$ cat src/rtl/aes_inv_key_sched.sv
// aes_inv_key_sched: AES-128 decryption round-key generator, presents round keys 10 down to 0
// Ports: clk clock; rst async active-high reset; ld start strobe (accepted only when idle);
//        key 128-bit cipher key (byte 0 in [127:120]); rk current round key; rnd its round index;
//        rk_vld rk/rnd valid; busy run in progress; done one-cycle pulse after round key 0.
// Macro AES_INV_KS_ZEROIZE_EN: when defined, working words and rk clear at the end of each run.
module aes_sbox (
  input  logic [7:0] a,
  output logic [7:0] y
);
  function automatic logic [7:0] gmul(input logic [7:0] x, input logic [7:0] z);
    logic [7:0] p, s;
    p = '0;
    s = x;
    for (int i = 0; i < 8; i++) begin
      p = z[i] ? p ^ s : p;
      s = {s[6:0], 1'b0} ^ (s[7] ? 8'h1b : 8'h00);
    end
    return p;
  endfunction
  logic [7:0] sq, inv;
  // multiplicative inverse as a^254 = a^2 * a^4 * ... * a^128, then the affine transform
  always_comb begin
    sq = a;
    inv = 8'h01;
    for (int i = 1; i < 8; i++) begin
      sq = gmul(sq, sq);
      inv = gmul(inv, sq);
    end
    y = inv ^ {inv[6:0], inv[7]} ^ {inv[5:0], inv[7:6]} ^ {inv[4:0], inv[7:5]} ^ {inv[3:0], inv[7:4]} ^ 8'h63;
  end
endmodule

module aes_inv_key_sched (
  input  logic         clk,
  input  logic         rst,
  input  logic         ld,
  input  logic [127:0] key,
  output logic [127:0] rk,
  output logic [3:0]   rnd,
  output logic         rk_vld,
  output logic         busy,
  output logic         done
);
  typedef enum logic [1:0] {IDLE, EXPAND, EMIT, FIN} state_t;
  state_t st, nxt;
  logic [31:0] w0, w1, w2, w3, iw3, sw_in, rot, sw, t, f0, f1, f2, f3;
  logic [3:0] cnt, ri;
  logic [7:0] rc;
  logic [127:0] fwd, inv;
  // the S-boxes serve the forward step on w3 and the inverse step on the recovered w3
  assign iw3 = w3 ^ w2;
  assign sw_in = (st == EMIT) ? iw3 : w3;
  assign rot = {sw_in[23:0], sw_in[31:24]};
  genvar i;
  generate
    for (i = 0; i < 4; i++) begin : g_sb
      aes_sbox u_sb (.a(rot[8*i +: 8]), .y(sw[8*i +: 8]));
    end
  endgenerate
  assign ri = (st == EMIT) ? rnd - 4'd1 : cnt;
  assign rc = (ri < 4'd8) ? 8'h01 << ri : (ri == 4'd8) ? 8'h1b : 8'h36;
  assign t = sw ^ {rc, 24'h0};
  assign f0 = w0 ^ t;
  assign f1 = w1 ^ f0;
  assign f2 = w2 ^ f1;
  assign f3 = w3 ^ f2;
  assign fwd = {f0, f1, f2, f3};
  assign inv = {w0 ^ t, w1 ^ w0, w2 ^ w1, iw3};
  always_comb begin
    nxt = st == IDLE   ? (ld ? EXPAND : IDLE) :
          st == EXPAND ? (cnt == 4'd9 ? EMIT : EXPAND) :
          st == EMIT   ? (rnd == 4'd1 ? FIN : EMIT) : IDLE;
  end
  always_ff @(posedge clk or posedge rst) begin
    if (rst) st <= IDLE;
    else st <= nxt;
  end
  always_ff @(posedge clk or posedge rst) begin
    if (rst) begin
      {w0, w1, w2, w3} <= '0;
      rk <= '0;
      rnd <= '0;
      cnt <= '0;
      rk_vld <= 1'b0;
      busy <= 1'b0;
      done <= 1'b0;
    end else begin
      done <= 1'b0;
      case (st)
        IDLE: if (ld) begin
          {w0, w1, w2, w3} <= key;
          cnt <= '0;
          busy <= 1'b1;
        end
        EXPAND: begin
          {w0, w1, w2, w3} <= fwd;
          cnt <= cnt + 4'd1;
          if (cnt == 4'd9) begin
            rk <= fwd;
            rnd <= 4'd10;
            rk_vld <= 1'b1;
          end
        end
        EMIT: begin
          {w0, w1, w2, w3} <= inv;
          rk <= inv;
          rnd <= rnd - 4'd1;
        end
        default: begin
          rk_vld <= 1'b0;
          busy <= 1'b0;
          done <= 1'b1;
`ifdef AES_INV_KS_ZEROIZE_EN
          {w0, w1, w2, w3} <= '0;
          rk <= '0;
`endif
        end
      endcase
    end
  end
endmodule

$ cat config.mk
export PLATFORM = sky130hd
export DESIGN_NAME = aes_inv_key_sched
export DESIGN_NICKNAME = d
export VERILOG_FILES = /design/src/rtl/aes_inv_key_sched.sv
export SDC_FILE = /design/constraint.sdc
export NUM_CORES = 2
export LEC_CHECK = 0
export BUFFER_PORTS_ARGS = -buffer_cell sky130_fd_sc_hd__buf_2
export CORE_MARGIN = 2
export CORE_UTILIZATION = 45
export DETAILED_ROUTE_END_ITERATION = 7
export SETUP_SLACK_MARGIN = 0.3
export SLEW_MARGIN = 20
export SYNTH_ARGS = -nofsm -noshare
export SYNTH_HDL_FRONTEND = slang
export SYNTH_SLANG_ARGS = --single-unit
$ cat constraint.sdc
create_clock -name clk -period 22.3 [get_ports clk]
set_clock_uncertainty 0.05 [all_clocks]
set_input_delay 2.23 -clock clk [delete_from_list [all_inputs] [get_ports clk]]
set_output_delay 2.23 -clock clk [all_outputs]
set_load 0.05 [all_outputs]
==> impl_metrics.py <==
metrics = {
    "critical_path": {
        "critPathKind": "flop to flop",
        "slowest_delay_ps": 820,
        "setup.worst_path.start_class": "flop",
        "reg2regPathDepth": 60,
        "reg2reg_from": "st[0]$_DFF_PP0_",
        "cp_slowest_cell": "xnor3_1",
        "path_common_cell": "xnor2_1",
        "required_ps": 22750,
        "crit_path_start": "st[0]$_DFF_PP0_",
        "rr_endpoint": "w3[7]$_DFFE_PP0P_",
        "cp-end-kind": "flop",
        "rrSetupSlack_ps": 1770,
        "cp.arrival_ps": 20980,
        "cp_max_fo": 67,
    },
    "global_routing": {
        "antenna_found_initial": 31,
        "grt.met1_usage": 0.4211,
        "grt_pass1_vias": 64918,
        "grt_max_degree": 149,
        "grt_use_met2": 0.4471,
        "grt-busiest-layer": "met2",
        "grt_usage": 0.2897,
        "grt.overflow.total": 0,
        "grt_pass1_wl_um": 395600,
        "met3_usage": 0.03910,
    },
    "place": {
        "place_area_mm2": 0.07843,
        "port_buffers": 265,
        "place_inst": 11809,
        "dp_hpwl_um": 191200,
        "gp_congestion": 0.9700,
        "dp_slack_ps": 1491,
    },
    "cells_and_area": {
        "area_growth_pct": 6.208,
        "stdcell_count": 11881,
        "drive_gt1_frac": 0.1110,
        "design_area_mm2": 0.07974,
        "fill_cells": 16295,
        "nNetsFinal": 9812,
    },
    "min_path": {
        "hold_end": "rk[84]$_DFFE_PP0P_",
        "min_path_cells": 2,
        "hold_class": "flop to flop",
        "worstHoldStart": "rk[84]$_DFFE_PP0P_",
    },
    "clocking": {
        "clock_latency_ps": 620,
        "cts_buffers": 31,
        "cts.path.max_buffers": 3,
        "cts_tree": "built",
        "clkSinkCount": 269,
        "clk_pin_slew_ps": 60,
        "root_buffer": "clkbuf_16",
        "cts_post_setup_buffers_inserted": 0,
        "htreeDepth": 1,
        "postCtsHoldBufs": 0,
    },
    "synthesis": {
        "synth.largest_area_cell": "xnor2_1",
        "synth_top_area_share": 0.1982,
        "yosysMostFrequentCell": "xnor2_1",
        "netlist-cell-type-count": 114,
        "yosysWarningCount": 0,
        "async_flop_share": 1.000,
        "syn_area_mm2": 0.07508,
        "synth-edff-count": 0,
        "synth_nets": 9945,
        "synthTopCellsByArea": "xnor2_1 (20%), xnor3_1 (10%), dfrtp_1 (9.0%)",
        "ys.flop_type": "dfrtp_1",
        "ys_ff_latch": 269,
        "synth-seq-area-share": 0.08966,
        "syn_inst": 9787,
        "avgSynthCellArea_um2": 7.671,
        "synth_commonest_cells": "xnor2_1 (1699), nor2_1 (1262), nand2_1 (1014), xor2_1 (592), o21ai_0 (589)",
    },
    "floorplanning": {
        "rows": 149,
        "die_x_um": 412.5,
        "core_mm2": 0.1654,
        "die_h_um": 412.5,
        "start_util": 0.4540,
        "dieArea_mm2": 0.1701,
        "io_pins": 266,
    },
    "drt": {
        "drt-initial-drc-count": 7414,
        "drc": 0,
        "wire_per_inst_um": 21.68,
        "vias_per_cell": 5.949,
        "drtPass1Iterations": 8,
        "postRouteAntennaNets": 0,
        "wl_um": 257500,
        "vias": 70685,
    },
    "sta": {
        "slew_headroom": 0.2420,
        "setup_viol": 0,
        "fin_crit_ps": 20530,
        "slew_violations": 0,
        "worst-slew-pin-transition_ps": 1135,
        "hold_violations": 0,
        "clock.fmax_mhz": 48.71,
        "finalSetupTns_ps": 0,
        "period_share": 0.9207,
        "grt_setup_unrepaired": "no",
        "timing.final.ws_setup_ps": 1768,
    },
    "run": {
        "maxCapViolCount": 0,
    },
    "run_status": {
        "status": "complete, no violations",
    },
}
[timing repair]
| action | CTS | global route |
|---|---|---|
| endpoints found under the hold margin | 0 | 0 |
| resized for setup | 0 | 8 |
| endpoints found under the setup margin | 0 | 36 |
[worst max-delay path, delay by kind of cell, from the launching register on]
kind	cells	cell delay, ps
xor gates and xnor gates	35	14000
adders and majority gates	3	1720
buffers and inverters	5	1620
AOI/OAI and AO/OA	8	1210
and+or+nand+nor	7	1040
DFF	1	430
muxes	2	300
[cell usage in the layout (no fill, tap or decap), types with 24 or more instances in the layout]
master	instances
and2_1	65
nor3_1	247
o31ai_1	36
nand3_1	208
a22oi_1	67
a31oi_1	71
or3_1	61
dfrtp_1	269
xor2_2	60
xnor2_1	1663
ha_1	24
nor2b_1	67
a2bb2oi_1	24
o211ai_1	63
buf_2	265
nand2_1	1013
o21a_1	29
xnor3_1	345
o221ai_1	43
a21oi_1	566
mux2_2	66
mux2i_1	256
o21ai_1	71
xnor2_2	154
o21ai_0	587
xnor2_4	30
a32oi_1	42
a21o_1	43
and3_1	59
nor2_1	1259
a221oi_1	43
inv_1	91
buf_4	287
xor3_1	30
o22ai_1	141
nand2b_1	102
clkbuf_16	31
a211oi_1	70
xor2_1	585
[per-layer routing]
layer	up-vias	wire, µm	share of wire
met4	22	7207	0.028
met3	349	20730	0.080
met1	34160	116300	0.45
met5	-	173	0.00067
met2	2795	113100	0.44
li1	33359	-	-
[flip-flops by register name, indices dropped and copies added (netlist names)]
| signal | flops |
|---|---|
| w1 | 32 |
| rnd | 4 |
| rk_vld | 1 |
| w0 | 32 |
| cnt | 4 |
| st | 2 |
| w2 | 32 |
| w3 | 32 |
| busy | 1 |
| rk | 128 |
| done | 1 |
[how the worst max path moves through the flow]
stage | slack, ps | cells past startpoint | endpoint
final | 1770 | 60 | w3[7]$_DFFE_PP0P_
after global routing | 330 | 65 | w2[22]$_DFFE_PP0P_
after CTS | 1430 | 56 | w3[13]$_DFFE_PP0P_
after floorplan | 4630 | 76 | w3[11]$_DFFE_PP0P_
after detailed placement | 1490 | 56 | w3[13]$_DFFE_PP0P_
after global placement | 1570 | 56 | w3[11]$_DFFE_PP0P_
[stage by stage]
stage / utilization / hold slack, ps
2_1_floorplan: - / 459.5
3_3_place_gp: 0.4742 / 401.7
3_5_place_dp: 0.4743 / 408.2
4_1_cts: 0.4812 / 423.7
5_1_grt: 0.4821 / 440.4
6_report: 0.4822 / 420.5
[cell families after synthesis]
logic type      Yosys count  share of synthesized area
mux                     327                    0.04541
fa+ha+maj                27                   0.004500
xor+xnor               2902                     0.4391
compound gates         2184                     0.1833
simple gates           3236                     0.1885
flops                   269                    0.08966
buf+inv                 842                    0.04953
[area by class of cell]
cell class | count | area, µm² | share of cell area
antenna | 14 | 35.03 | 0.0004394
clock inverter | 15 | 254.0 | 0.003185
tap | 2189 | 2739 | 0.03435
inverter | 122 | 467.9 | 0.005869
sequential | 269 | 6731 | 0.08442
clock buffer | 42 | 887.1 | 0.01113
timing repair buffer | 554 | 3521 | 0.04416
multi-input combinational | 8676 | 65100 | 0.8165
Power is not shown: default switching activity piles up to over one toggle a cycle in this logic, so the estimate is an artifact.
